File: src/rtl/mem_port_if.sv
// Bundles the load, store, memory and response signals of the data-memory
// port arbiter. The arbiter connects to the slave modport and the
// requesters/memory to the master modport.
interface mem_port_if #(
   parameter int ADDR_W = 16,
   parameter int DATA_W = 16,
   parameter int ROB_W  = 6
);
   logic              ld_valid;
   logic [ADDR_W-1:0] ld_addr;
   logic [ROB_W-1:0]  ld_rob;
   logic              ld_ready;

   logic              st_valid;
   logic [ADDR_W-1:0] st_addr;
   logic [DATA_W-1:0] st_data;
   logic              st_ready;

   logic              mem_ren;
   logic              mem_wen;
   logic [ADDR_W-1:0] mem_addr;
   logic [DATA_W-1:0] mem_wdata;
   logic [DATA_W-1:0] mem_rdata;

   logic              resp_valid;
   logic [DATA_W-1:0] resp_data;
   logic [ROB_W-1:0]  resp_rob;

   modport slave (
      input  ld_valid, ld_addr, ld_rob, st_valid, st_addr, st_data, mem_rdata,
      output ld_ready, st_ready, mem_ren, mem_wen, mem_addr, mem_wdata,
             resp_valid, resp_data, resp_rob
   );

   modport master (
      output ld_valid, ld_addr, ld_rob, st_valid, st_addr, st_data, mem_rdata,
      input  ld_ready, st_ready, mem_ren, mem_wen, mem_addr, mem_wdata,
             resp_valid, resp_data, resp_rob
   );
endinterface

File: src/rtl/mem_port_arbiter.sv
// Shares one data-memory port between speculative loads and committed
// stores. Stores are queued; a load that matches a queued or arriving store
// address waits until those stores drain. Load responses come back through a
// fixed-latency tag pipeline that a flush empties. Committed stores are never
// dropped by a flush.
module mem_port_arbiter #(
   parameter int ADDR_W       = 16,
   parameter int DATA_W       = 16,
   parameter int ROB_W        = 6,
   parameter int READ_LATENCY = 3,
   parameter int STQ_DEPTH    = 4,
   parameter int STARVE_LIMIT = 4
) (
   input  logic                       clk,
   input  logic                       rst_n,
   input  logic                       flush,
   mem_port_if.slave                  bus,
   output logic [$clog2(STQ_DEPTH):0] stq_count,
   output logic                       busy
);
   localparam int PTR_W = $clog2(STQ_DEPTH);
   localparam int CNT_W = PTR_W + 1;
   localparam int SV_W  = $clog2(STARVE_LIMIT + 1);
   localparam logic [CNT_W-1:0] DEPTH_C = CNT_W'(STQ_DEPTH);
   localparam logic [SV_W-1:0]  LIMIT_C = SV_W'(STARVE_LIMIT);

   typedef enum logic [1:0] {GNT_IDLE, GNT_LOAD, GNT_STORE} grant_t;

   logic [ADDR_W-1:0]       addr_q [STQ_DEPTH];
   logic [ADDR_W-1:0]       addr_d [STQ_DEPTH];
   logic [DATA_W-1:0]       data_q [STQ_DEPTH];
   logic [DATA_W-1:0]       data_d [STQ_DEPTH];
   logic [PTR_W-1:0]        head_q, head_d, tail_q, tail_d;
   logic [CNT_W-1:0]        count_q, count_d;
   logic [SV_W-1:0]         starve_q, starve_d;
   logic [READ_LATENCY-1:0] pipe_vld_q, pipe_vld_d;
   logic [ROB_W-1:0]        pipe_rob_q [READ_LATENCY];
   logic [ROB_W-1:0]        pipe_rob_d [READ_LATENCY];

   grant_t           grant;
   logic             hazard, nonempty, full, enq, deq, st_rdy, resp_vld;
   logic [PTR_W-1:0] off;

   // Store-queue status, address hazard detection and the grant decision.
   always_comb begin
      nonempty = (count_q != '0);
      full     = (count_q == DEPTH_C);
      st_rdy   = rst_n & (count_q < DEPTH_C);
      hazard   = 1'b0;
      off      = '0;
      for (int i = 0; i < STQ_DEPTH; i++) begin
         // Slot i holds a live entry when its distance from head is below count.
         off = PTR_W'(i) - head_q;
         if (({1'b0, off} < count_q) && (addr_q[i] == bus.ld_addr)) hazard = 1'b1;
      end
      if (bus.st_valid && st_rdy && (bus.st_addr == bus.ld_addr)) hazard = 1'b1;
      hazard = hazard & bus.ld_valid;

      grant = GNT_IDLE;
      if (!rst_n)                                                    grant = GNT_IDLE;
      else if (nonempty && (full || (starve_q >= LIMIT_C) || hazard)) grant = GNT_STORE;
      else if (bus.ld_valid && !flush && !hazard)                    grant = GNT_LOAD;
      else if (nonempty)                                             grant = GNT_STORE;
   end

   // Memory strobes, address/data mux and handshake outputs follow the grant.
   always_comb begin
      bus.ld_ready  = (grant == GNT_LOAD);
      bus.st_ready  = st_rdy;
      bus.mem_ren   = (grant == GNT_LOAD);
      bus.mem_wen   = (grant == GNT_STORE);
      bus.mem_addr  = '0;
      bus.mem_wdata = '0;
      if (grant == GNT_STORE) begin
         bus.mem_addr  = addr_q[head_q];
         bus.mem_wdata = data_q[head_q];
      end else if (grant == GNT_LOAD) begin
         bus.mem_addr  = bus.ld_addr;
      end
      resp_vld       = pipe_vld_q[READ_LATENCY-1];
      bus.resp_valid = resp_vld;
      bus.resp_rob   = pipe_rob_q[READ_LATENCY-1];
      bus.resp_data  = resp_vld ? bus.mem_rdata : '0;
      stq_count      = count_q;
      busy           = nonempty | (|pipe_vld_q);
   end

   // Next-state for queue pointers, starve counter and the load tag pipeline.
   always_comb begin
      enq      = bus.st_valid & st_rdy;
      deq      = (grant == GNT_STORE);
      addr_d   = addr_q;
      data_d   = data_q;
      head_d   = head_q;
      tail_d   = tail_q;
      count_d  = count_q;
      starve_d = starve_q;
      if (enq) begin
         addr_d[tail_q] = bus.st_addr;
         data_d[tail_q] = bus.st_data;
         tail_d         = tail_q + PTR_W'(1);
      end
      if (deq) head_d = head_q + PTR_W'(1);
      case ({enq, deq})
         2'b10:   count_d = count_q + CNT_W'(1);
         2'b01:   count_d = count_q - CNT_W'(1);
         default: count_d = count_q;
      endcase

      if (deq)                              starve_d = '0;
      else if (!nonempty)                   starve_d = '0;
      else if (starve_q < LIMIT_C)          starve_d = starve_q + SV_W'(1);

      pipe_vld_d    = '0;
      pipe_rob_d[0] = bus.ld_rob;
      pipe_vld_d[0] = (grant == GNT_LOAD);
      for (int i = 1; i < READ_LATENCY; i++) begin
         pipe_vld_d[i] = pipe_vld_q[i-1];
         pipe_rob_d[i] = pipe_rob_q[i-1];
      end
      // Flush kills every in-flight load; stage 0 is already empty because
      // no load is granted during a flush.
      if (flush) pipe_vld_d = '0;
   end

   // State registers with asynchronous active-low reset.
   always_ff @(posedge clk or negedge rst_n) begin
      if (!rst_n) begin
         head_q     <= '0;
         tail_q     <= '0;
         count_q    <= '0;
         starve_q   <= '0;
         pipe_vld_q <= '0;
         for (int i = 0; i < STQ_DEPTH; i++) begin
            addr_q[i] <= '0;
            data_q[i] <= '0;
         end
         for (int i = 0; i < READ_LATENCY; i++) pipe_rob_q[i] <= '0;
      end else begin
         head_q     <= head_d;
         tail_q     <= tail_d;
         count_q    <= count_d;
         starve_q   <= starve_d;
         pipe_vld_q <= pipe_vld_d;
         addr_q     <= addr_d;
         data_q     <= data_d;
         pipe_rob_q <= pipe_rob_d;
      end
   end
endmodule
File: src/flat_wrapper.sv
// flat-port wrapper written by rule: the top's interface ports become plain ports
module mem_port_arbiter_flat 
#(
   parameter int ADDR_W       = 16,
   parameter int DATA_W       = 16,
   parameter int ROB_W        = 6,
   parameter int READ_LATENCY = 3,
   parameter int STQ_DEPTH    = 4,
   parameter int STARVE_LIMIT = 4
)
  (clk, rst_n, flush, stq_count, busy, bus_ld_valid, bus_ld_addr, bus_ld_rob, bus_st_valid, bus_st_addr, bus_st_data, bus_mem_rdata, bus_ld_ready, bus_st_ready, bus_mem_ren, bus_mem_wen, bus_mem_addr, bus_mem_wdata, bus_resp_valid, bus_resp_data, bus_resp_rob);
  mem_port_if #(.ADDR_W(ADDR_W), .DATA_W(DATA_W), .ROB_W(ROB_W)) bus_i ();
  input  logic clk;
  input  logic rst_n;
  input  logic flush;
  output logic [$clog2(STQ_DEPTH):0] stq_count;
  output logic busy;
  input wire logic [$bits(bus_i.ld_valid)-1:0] bus_ld_valid;
  input wire logic [$bits(bus_i.ld_addr)-1:0] bus_ld_addr;
  input wire logic [$bits(bus_i.ld_rob)-1:0] bus_ld_rob;
  input wire logic [$bits(bus_i.st_valid)-1:0] bus_st_valid;
  input wire logic [$bits(bus_i.st_addr)-1:0] bus_st_addr;
  input wire logic [$bits(bus_i.st_data)-1:0] bus_st_data;
  input wire logic [$bits(bus_i.mem_rdata)-1:0] bus_mem_rdata;
  output wire logic [$bits(bus_i.ld_ready)-1:0] bus_ld_ready;
  output wire logic [$bits(bus_i.st_ready)-1:0] bus_st_ready;
  output wire logic [$bits(bus_i.mem_ren)-1:0] bus_mem_ren;
  output wire logic [$bits(bus_i.mem_wen)-1:0] bus_mem_wen;
  output wire logic [$bits(bus_i.mem_addr)-1:0] bus_mem_addr;
  output wire logic [$bits(bus_i.mem_wdata)-1:0] bus_mem_wdata;
  output wire logic [$bits(bus_i.resp_valid)-1:0] bus_resp_valid;
  output wire logic [$bits(bus_i.resp_data)-1:0] bus_resp_data;
  output wire logic [$bits(bus_i.resp_rob)-1:0] bus_resp_rob;
  assign bus_i.ld_valid = bus_ld_valid;
  assign bus_i.ld_addr = bus_ld_addr;
  assign bus_i.ld_rob = bus_ld_rob;
  assign bus_i.st_valid = bus_st_valid;
  assign bus_i.st_addr = bus_st_addr;
  assign bus_i.st_data = bus_st_data;
  assign bus_i.mem_rdata = bus_mem_rdata;
  assign bus_ld_ready = bus_i.ld_ready;
  assign bus_st_ready = bus_i.st_ready;
  assign bus_mem_ren = bus_i.mem_ren;
  assign bus_mem_wen = bus_i.mem_wen;
  assign bus_mem_addr = bus_i.mem_addr;
  assign bus_mem_wdata = bus_i.mem_wdata;
  assign bus_resp_valid = bus_i.resp_valid;
  assign bus_resp_data = bus_i.resp_data;
  assign bus_resp_rob = bus_i.resp_rob;
  mem_port_arbiter #(.ADDR_W(ADDR_W), .DATA_W(DATA_W), .ROB_W(ROB_W), .READ_LATENCY(READ_LATENCY), .STQ_DEPTH(STQ_DEPTH), .STARVE_LIMIT(STARVE_LIMIT)) u_core (.clk(clk), .rst_n(rst_n), .flush(flush), .bus(bus_i), .stq_count(stq_count), .busy(busy));
endmodule
File: config.mk
export PLATFORM = sky130hd
export DESIGN_NAME = mem_port_arbiter_flat
export DESIGN_NICKNAME = d
export VERILOG_FILES = /design/src/rtl/mem_port_if.sv /design/src/rtl/mem_port_arbiter.sv /design/src/flat_wrapper.sv
export SDC_FILE = /design/constraint.sdc
export NUM_CORES = 1
export LEC_CHECK = 0
export ABC_AREA = 1
export BUFFER_PORTS_ARGS = -buffer_cell sky130_fd_sc_hd__clkbuf_2
export CELL_PAD_IN_SITES_DETAIL_PLACEMENT = 1
export CELL_PAD_IN_SITES_GLOBAL_PLACEMENT = 1
export CORE_MARGIN = 2
export CORE_UTILIZATION = 46
export CTS_BUF_LIST = sky130_fd_sc_hd__clkbuf_2 sky130_fd_sc_hd__clkbuf_4 sky130_fd_sc_hd__clkbuf_8
export DETAILED_ROUTE_END_ITERATION = 16
export PLACE_DENSITY = 0.86
export SLEW_MARGIN = 30
export SYNTH_ARGS = -nofsm -noshare
export SYNTH_HDL_FRONTEND = slang
export SYNTH_SLANG_ARGS = --single-unit
export TNS_END_PERCENT = 100
File: constraint.sdc
create_clock -name clk -period 7.2 [get_ports clk]
set_clock_uncertainty 0.2 [all_clocks]
set_input_delay 0.36 -clock clk [delete_from_list [all_inputs] [get_ports clk]]
set_output_delay 0.36 -clock clk [all_outputs]
set_load 0.02 [all_outputs]
==> impl_metrics.tcl, run 1 <==
set metrics [dict create \
    status "complete, no violations" \
    timing.final.crit_share_pct 58.93 \
    hold_violations 0 \
    powerDensity_mw_per_mm2 397.9 \
    required_ns 6.64 \
    synth_top_family_by_area "simple AND/OR/NAND/NOR gates" \
    die_y_um 138.8 \
    num_vias 7659 \
    antenna_found_initial 0 \
    synthMuxAreaShare_pct 0 \
    clock_sinks 159 \
    areaGrowthSynthToFinish_pct 16.08 \
    rows 49 \
    cp.arrival_ns 3.68 \
    synth-simple-area-share_pct 22.38 \
    routed_via_density 5.337 \
    crit_start "u_core.head_q[0]$_DFFE_PN0P_" \
    syn_area_mm2 0.008358 \
    clockBufferDepth 2 \
    cts_tree "yes" \
    worstMarginPinSlew_ns 0.7991 \
    coreArea_mm2 0.01790 \
    max_cap_viol_count 0 \
    ys_types 36 \
    ys_warn_count 0 \
    worst-path-max-fanout 17 \
    die_area_mm2 0.01926 \
    synth_compound_area_share_pct 15.04 \
    synth_fp_nets 1149 \
    numPortBuffers 137 \
    r2r_end "u_core.stq_count[2]$_DFFE_PN0P_" \
    synth_ff_type "dfrtp_1" \
    yosysSeqAreaShare_pct 47.60 \
    r2r_setup_slack_ns 3.03 \
    syn_inst 1063 \
    setup_viol 0 \
    overflow 0 \
    crit_end "bus_ld_ready" \
    r2r_start "u_core.head_q[0]$_DFFE_PN0P_" \
    final_max_slew_viol_count 0 \
    layout-drive-gt1-share_pct 17.08 \
    grt_start_max_net_pins 85 \
    setup_tns_ns 0 \
    synth-edff-count 0 \
    drtPass1Iterations 5 \
    max_freq_ghz 0.2357 \
    routed_wirelength_mm 25.50 \
    wire_per_inst_um 17.77 \
    postSynthAreaPerCell_um2 7.863 \
    grt_pass1_vias 7918 \
    initial_core_util_pct 46.69 \
    cts-buffers-inserted 17 \
    die_w_um 138.8 \
    cts_resized 0 \
    clk_latency_ns 0.47 \
    num_io_pins 138 \
    grtUsageTotal_pct 27.18 \
    antenna_cells 0 \
    clkSlewWorstSetupHoldPaths_ns 0.10 \
    leakagePower_uw 0.005179 \
    nFillCells 2286 \
    rsz0062_at_grt "false" \
    drtIter0Drc 394 \
    async_reset_ff_share_pct 100.0 \
    synth-xor-area-share_pct 3.772 \
    synth-adder-area-share_pct 1.737 \
    place_congestion 0.8559 \
    cp-end-kind "primary output" \
    detail-route-antenna-nets 0 \
    hold_path_class "input pin to flop" \
    reg2reg_depth 22 \
    critical_path_class "flop to primary output" \
    critPathLaunchType "flop" \
    final_cell_mix "nand2_1, dfrtp_1, clkbuf_2, o21ai_0, inv_1" \
    root_buffer "clkbuf_8" \
    layout_commonest_cell "nand2_1" \
    grt_pass1_wl_mm 41.67 \
    drc_errors 0 \
    h-tree-depth 4 \
    period_needed_ns 4.243 \
    relSlewSlack_pct 46.73 \
    synth_seq_cells 159 \
    vdd_ir_drop_max_mv 0.1776 \
    nets 1279 \
    holdWs_ns 0.02449 \
    dp_hpwl_mm 16.95 \
]
[through the flow]
step | util (%) | setup slack, ns | cell area (um^2) | power [uW] | std cells
CTS | 54.19 | 2.902 | 9702 | 3867 | 1435
finish | 54.19 | 2.957 | 9702 | 3860 | 1435
floorplan | - | 3.771 | 8358 | 2632 | 1063
detailed placement | 50.74 | 3.071 | 9084 | 3182 | 1380
global route | 54.19 | 2.641 | 9702 | 4167 | 1435
global placement | 50.72 | 3.273 | 9080 | 3087 | 1380
[synthesized netlist by cell type (7+ instances only)]
library cell	count	share of area, %
clkbuf_1	34	1.5
inv_1	108	4.9
a21oi_1	18	1.1
buf_6	7	0.94
nand2_1	356	16
xnor2_1	8	0.84
xor2_1	28	2.9
buf_4	12	1.1
dfrtp_1	159	48
nand3_1	22	1.3
ha_1	10	1.5
inv_2	7	0.31
nor2_1	64	2.9
a22oi_1	40	3.6
o21ai_0	133	8.0
[worst max-delay path, stage by stage (launching register included)]
cell and delay [ns]:
dfrtp_1 0.47, nand2_1 0.38, clkinv_1 0.17, nor2_1 0.18, inv_1 0.10, ha_1 0.27
inv_1 0.04, nor2_1 0.08, a21oi_1 0.07, nand3_1 0.07, nor2_1 0.04, nand2_1 0.07
nand3_2 0.11, o21bai_1 0.14, nand2_1 0.08, nand2_2 0.38, nand2_1 0.16, nor2_1 0.21
clkbuf_2 0.21
[timing repair]
| action | in CTS | in global routing |
|---|---|---|
| hold endpoints to repair | 134 | 0 |
| endpoints found under the setup margin | 0 | 0 |
| setup buffers | 0 | 0 |
| hold buffers | 23 | 0 |
[cell type report]
type / count / area (um^2) / area share, %
clock buffers: 18 / 247.7 / 2.554
clock inverters: 14 / 140.1 / 1.444
flip-flops and latches: 159 / 3979 / 41.01
inverters: 119 / 449.2 / 4.630
multi-input cells: 727 / 3606 / 37.17
well taps: 229 / 286.5 / 2.953
repair buffers: 169 / 993.5 / 10.24
[per-layer routing]
layer  global-route usage [%]  part of all wire [%]
met1                    35.77                    44
met2                    45.53                    49
met3                    4.834                   5.3
met4                    9.516                   2.1
met5                        0                     0
[worst min-delay path by stage]
stage / startpoint / endpoint / slack (ns) / depth (start not counted)
final: bus_st_addr[8] / u_core.addr_q[40]$_DFFE_PN0P_ / 0.02 / 3
after global routing: bus_st_data[12] / u_core.data_q[28]$_DFFE_PN0P_ / 0.03 / 3
after CTS: bus_st_data[12] / u_core.data_q[28]$_DFFE_PN0P_ / 0.007 / 3
after detailed placement: u_core.pipe_rob_d[3]$_DFF_PN0_ / u_core.bus.resp_rob[3]$_DFF_PN0_ / 0.14 / 0
after global placement: u_core.pipe_rob_d[9]$_DFF_PN0_ / u_core.pipe_rob_d[3]$_DFF_PN0_ / 0.13 / 0
after floorplan: rst_n / u_core.addr_q[0]$_DFFE_PN0P_ / -0.14 / 0
[power breakdown]
| group | leakage, uW | switching, uW | total [uW] | internal [uW] |
|---|---|---|---|---|
| logic | 0.00299 | 1060 | 1620 | 567 |
| clock network | 0.000194 | 389 | 657 | 268 |
| registers | 0.00200 | 312 | 1580 | 1270 |
| total | 0.00518 | 1760 | 3860 | 2100 |
[registers in the layout (all words and copies together) (netlist names)]
| name | count |
|---|---|
| u_core.bus.resp_rob | 6 |
| u_core.head_q | 2 |
| u_core.stq_count | 3 |
| u_core.addr_q | 64 |
| u_core.tail_q | 2 |
| u_core.pipe_vld_q | 3 |
| u_core.data_q | 64 |
| u_core.pipe_rob_d | 12 |
| u_core.starve_q | 3 |
[cell families (layout without fill, tap and decap cells)]
family,Yosys count,after routing
xor+xnor,36,36
fa+ha+maj,11,11
compound gates,216,216
simple gates,464,464
buf+inv,177,320
flops,159,159
Power figures use the tool's default switching activity.
==> run 2, diff against run 1 <==
--- a/config.mk
+++ b/config.mk
@@ -10,10 +10,10 @@
 export CELL_PAD_IN_SITES_DETAIL_PLACEMENT = 1
 export CELL_PAD_IN_SITES_GLOBAL_PLACEMENT = 1
 export CORE_MARGIN = 2
-export CORE_UTILIZATION = 46
+export CORE_UTILIZATION = 39
 export CTS_BUF_LIST = sky130_fd_sc_hd__clkbuf_2 sky130_fd_sc_hd__clkbuf_4 sky130_fd_sc_hd__clkbuf_8
 export DETAILED_ROUTE_END_ITERATION = 16
-export PLACE_DENSITY = 0.86
+export PLACE_DENSITY = 0.78
 export SLEW_MARGIN = 30
 export SYNTH_ARGS = -nofsm -noshare
 export SYNTH_HDL_FRONTEND = slang
==> constraint.sdc (replaced) <==
create_clock -name clk -period 3.4 [get_ports clk]
set_clock_uncertainty 0.2 [all_clocks]
set_input_delay 0.17 -clock clk [delete_from_list [all_inputs] [get_ports clk]]
set_output_delay 0.17 -clock clk [all_outputs]
set_load 0.02 [all_outputs]
==> impl_metrics.tcl, run 2 (synthesized netlist as in run 1, its figures left out) <==
set metrics [dict create \
    areaGrowthSynthToFinish_pct 22.53 \
    holdWs_ns 0.09413 \
    layout-drive-gt1-share_pct 18.92 \
    dpl_cell_area_mm2 0.009226 \
    cp.arrival_ns 2.88 \
    clockBufferDepth 2 \
    final_cell_mix "nand2_1, dfrtp_1, o21ai_0, clkbuf_2, inv_1" \
    grt_start_max_net_pins 75 \
    rows 53 \
    r2r_start "u_core.head_q[1]$_DFFE_PN0P_" \
    required_ns 3.03 \
    routed_wirelength_mm 26.19 \
    crit_start "u_core.head_q[1]$_DFFE_PN0P_" \
    r2r_end "u_core.stq_count[2]$_DFFE_PN0P_" \
    die_area_mm2 0.02262 \
    die_w_um 150.4 \
    hold_violations 0 \
    r2r_setup_slack_ns 0.24 \
    worstMarginPinSlew_ns 0.7527 \
    nets 1315 \
    numPortBuffers 137 \
    leakagePower_uw 0.005395 \
    clock_sinks 159 \
    initial_core_util_pct 39.76 \
    critPathLaunchType "flop" \
    vdd_ir_drop_max_mv 0.3961 \
    routed_via_density 5.082 \
    nFillCells 2611 \
    clk_latency_ns 0.48 \
    dp_hpwl_mm 17.61 \
    final_max_slew_viol_count 0 \
    setup_viol 0 \
    grt_pass1_vias 7944 \
    relSlewSlack_pct 49.82 \
    fin_area_mm2 0.01024 \
    powerDensity_mw_per_mm2 830.4 \
    reg2reg_depth 19 \
    num_vias 7715 \
    max_cap_viol_count 0 \
    cts-buffers-inserted 17 \
    max_freq_ghz 0.3079 \
    num_io_pins 138 \
    h-tree-depth 4 \
    cp-end-kind "primary output" \
    pre_cts_ws_ns 0.1002 \
    crit_end "bus_mem_addr[14]" \
    holdCritStartpoint "bus_ld_valid" \
    critical_path_class "flop to primary output" \
    grt_pass1_wl_mm 41.54 \
    overflow 0 \
    period_needed_ns 3.247 \
    die_y_um 150.4 \
    wire_per_inst_um 17.25 \
    drc_errors 0 \
    hold_path_class "input pin to flop" \
    worst_slack_ns 0.1527 \
    clkSlewWorstSetupHoldPaths_ns 0.10 \
    cts_tree "yes" \
    place_congestion 0.8556 \
    drtIter0Drc 483 \
    root_buffer "clkbuf_8" \
    grtUsageTotal_pct 23.85 \
    layout_commonest_cell "nand2_1" \
    coreArea_mm2 0.02102 \
    timing.final.crit_share_pct 95.51 \
    worst-path-max-fanout 18 \
    antenna_found_initial 1 \
    status "complete, no violations" \
    detail-route-antenna-nets 0 \
    finalPower_uw 8505 \
    drtPass1Iterations 5 \
]
## run 2: worst max-delay path, stage by stage (launching register included)
cell and delay [ns]:
dfrtp_2 0.42, buf_4 0.15, buf_4 0.14, inv_1 0.09
ha_1 0.25, a21oi_1 0.14, o21ai_1 0.10, nand3_1 0.12
nand3_2 0.11, nor2_4 0.17, nand3_2 0.10, nand2_4 0.10
inv_4 0.04, buf_12 0.15, nand2_1 0.08, nand2_2 0.08
buf_4 0.16
## run 2: how the worst min path moves through the flow
stage,to,cells after the start
6_report,u_core.pipe_vld_q[0]$_DFF_PN0_,7
5_1_grt,u_core.pipe_rob_d[9]$_DFF_PN0_,2
4_1_cts,u_core.pipe_vld_q[0]$_DFF_PN0_,7
3_5_place_dp,u_core.pipe_rob_d[9]$_DFF_PN0_,1
3_3_place_gp,u_core.pipe_rob_d[6]$_DFF_PN0_,1
2_1_floorplan,u_core.addr_q[0]$_DFFE_PN0P_,0
## run 2: layer usage
metal,track usage (%),vias to the layer above,routed length (um)
met5,0,-,0
met4,7.547,0,603
met3,4.545,32,1427
met2,39.25,205,12400
met1,31.83,3763,11750
li1,-,3715,-
## run 2: cell type report
cell class	instances	area (um^2)	share of cell area (%)
Sequential cell	159	3981	38.88
Multi-Input combinational cell	727	3646	35.60
Timing Repair Buffer	205	1390	13.57
Inverter	119	451.7	4.410
Tap cell	275	344.1	3.360
Clock buffer	17	234.0	2.285
Clock inverter	15	191.4	1.869
Antenna cell	1	2.502	0.02443
## run 2: report_power, final
| part | total, uW | switching, uW | internal, uW |
|---|---|---|---|
| clock network | 1510 | 872 | 635 |
| registers | 3320 | 632 | 2690 |
| logic | 3680 | 2300 | 1380 |
## run 2: timing repair
| item | CTS | global route |
|---|---|---|
| endpoints found under the setup margin | 23 | 36 |
| pin swaps | 2 | 7 |
| setup buffers | 7 | 1 |
| gates resized for setup | 5 | 40 |
| hold buffers | 41 | 0 |
| hold endpoints to repair | 169 | 0 |
## run 2: per-stage QoR
step	TNS [ns]	utilization (%)	cells
floorplan	0	-	1063
global placement	0	43.89	1436
detailed placement	0	43.89	1436
CTS	0	48.31	1516
global route	-0.006122	48.72	1518
finish	0	48.72	1518
==> run 3, diff against run 2 <==
--- a/config.mk
+++ b/config.mk
@@ -14,6 +14,7 @@
 export CTS_BUF_LIST = sky130_fd_sc_hd__clkbuf_2 sky130_fd_sc_hd__clkbuf_4 sky130_fd_sc_hd__clkbuf_8
 export DETAILED_ROUTE_END_ITERATION = 16
 export PLACE_DENSITY = 0.78
+export RECOVER_POWER = 50
 export SLEW_MARGIN = 30
 export SYNTH_ARGS = -nofsm -noshare
 export SYNTH_HDL_FRONTEND = slang
==> impl_metrics.tcl, run 3 (synthesized netlist as in run 1, its figures left out) <==
set metrics [dict create \
    status "finished, violations left" \
    violations "max-capacitance violations, max-slew violations" \
    root_buffer "clkbuf_8" \
    critical_path_class "flop to primary output" \
    period_needed_ns 3.246 \
    holdCritStartpoint "bus_ld_valid" \
    final_cell_mix "nand2_1, dfrtp_1, o21ai_0, clkbuf_2, inv_1" \
    required_ns 3.03 \
    grtUsageTotal_pct 23.85 \
    cp-end-kind "primary output" \
    vdd_ir_drop_max_mv 0.3979 \
    num_io_pins 138 \
    crit_start "u_core.head_q[1]$_DFFE_PN0P_" \
    worst_slack_ns 0.1540 \
    routed_wirelength_mm 26.19 \
    die_w_um 150.4 \
    power.switching_uw 3801 \
    switching_share_pct 44.75 \
    holdPathStages 7 \
    max_cap_viol_count 1 \
    die_area_mm2 0.02262 \
    timing.final.crit_share_pct 95.47 \
    coreArea_mm2 0.02102 \
    relSlewSlack_pct -29.42 \
    num_vias 7709 \
    wire_per_inst_um 17.25 \
    stdcell_count 1518 \
    dp_hpwl_mm 17.61 \
    initial_core_util_pct 39.76 \
    clk_latency_ns 0.48 \
    clock_sinks 159 \
    areaGrowthSynthToFinish_pct 22.28 \
    layout_commonest_cell "nand2_1" \
    rows 53 \
    cp.arrival_ns 2.88 \
    cts_tree "yes" \
    nFillCells 2618 \
    worst-path-max-fanout 18 \
    max_stage_delay_ns 0.42 \
    pre_cts_ws_ns 0.1002 \
    drtIter0Drc 464 \
    crit_chain "buf_4 -> buf_4 -> inv_1 -> ha_1 -> a21oi_1 -> o21ai_1 -> nand3_1 -> nand3_2 -> nor2_4 -> nand3_2 -> nand2_4 -> inv_4 -> buf_12 -> nand2_1 -> nand2_2 -> buf_4" \
    grt_pass1_wl_mm 41.54 \
    h-tree-depth 4 \
    routed_via_density 5.078 \
    worstMarginPinSlew_ns 1.941 \
    place_congestion 0.8556 \
    critPathBufInv 6 \
    cpLargestDelayFamily "simple AND/OR/NAND/NOR gates" \
    r2r_start "u_core.head_q[1]$_DFFE_PN0P_" \
    cp_num_cells 16 \
    post-route-util_pct 48.62 \
    layout-drive-gt1-share_pct 17.87 \
    slowest_stage "dfrtp_2" \
    pwr-share-comb_pct 43.2 \
    powerDensity_mw_per_mm2 831.2 \
    overflow 0 \
    clockBufferDepth 2 \
    p_clk_share_pct 17.8 \
    cts-buffers-inserted 17 \
    max_freq_ghz 0.3081 \
    place_inst 1436 \
    nets 1315 \
    leakagePower_uw 0.005361 \
    hold_violations 0 \
    drc_errors 0 \
    internal-power_uw 4693 \
    critPathLaunchType "flop" \
    clkSlewWorstSetupHoldPaths_ns 0.10 \
    numPortBuffers 137 \
    drtPass1Iterations 4 \
    grt_start_max_net_pins 75 \
    setup_tns_ns 0 \
    die_y_um 150.4 \
    antenna_found_initial 1 \
    detail-route-antenna-nets 0 \
    setup_viol 0 \
    final_max_slew_viol_count 35 \
    hold_path_class "input pin to flop" \
    pwr-share-seq_pct 39.0 \
    reg2reg_depth 19 \
    grt_pass1_vias 7944 \
    cpMostUsedCell "buf_4" \
]
==> run 3: cell types whose count changed in the layout (fill, tap and decap cells not counted) <==
cell      delta
clkbuf_1    +11
clkbuf_2    -10
inv_1        +1
nand3_1      +1
nand3_2      -1
inv_2        -1
buf_4        -1
==> run 3: power groups by stage <==
stage	clock network (uW)	registers [uW]	logic, uW
after floorplan	0	3200	2370
after global placement	0	3300	3320
after detailed placement	0	3340	3460
after CTS	1550	3300	3600
after global routing	1630	3410	4130
final	1510	3310	3670
==> run 3: final timing paths <==
path,endpoint,slack [ns]
max in group asynchronous,u_core.addr_q[35]$_DFFE_PN0P_,0.62
min in group asynchronous,u_core.data_q[34]$_DFFE_PN0P_,0.73
worst max-delay path,bus_mem_addr[14],0.15
worst max register to register,u_core.stq_count[2]$_DFFE_PN0P_,0.23
worst min register to register,u_core.pipe_rob_d[5]$_DFF_PN0_,0.16
worst min-delay path,u_core.pipe_vld_q[0]$_DFF_PN0_,0.09
==> run 3: stage by stage <==
| stage | power [uW] | hold slack, ns | cell area, um^2 |
|---|---|---|---|
| 3_5_place_dp | 6804 | 0.07998 | 9226 |
| 6_report | 8494 | 0.09049 | 10220 |
| 4_1_cts | 8444 | 0.07393 | 10150 |
| 3_3_place_gp | 6621 | 0.07858 | 9226 |
| 2_1_floorplan | 5578 | -0.3256 | 8362 |
| 5_1_grt | 9178 | 0.1104 | 10220 |
==> run 3: timing repair <==
action,4_1_cts,5_1_grt
pin swaps,2,7
setup endpoints to repair,23,36
gates resized for setup,5,40
hold endpoints to repair,169,0
hold buffers,41,0
cloned,0,0
buffers inserted,7,1
==> run 3: metal layers <==
layer | track usage (%) | share of wire [%]
met5 | 0 | 0
met1 | 31.83 | 45
met3 | 4.545 | 5.2
met4 | 7.547 | 2.3
met2 | 39.25 | 47
==> run 3: final cells by class <==
class	instances	area, um^2	area share, %
diodes	1	2.502	0.02449
clock buffers	17	234.0	2.289
clock inverters	15	191.4	1.873
inverters	119	451.7	4.420
multi-input cells	727	3641	35.63
flip-flops and latches	159	3981	38.96
well taps	275	344.1	3.367
repair buffers	205	1374	13.44
==> run 3: worst reg2reg max path: cells and delay by family, from the launching register on <==
family | cells | cell delay, ns
compound gates | 3 | 0.44
xor+xnor | 1 | 0.15
fa+ha+maj | 3 | 0.75
buf+inv | 5 | 0.54
flops | 1 | 0.42
simple gates | 7 | 0.57
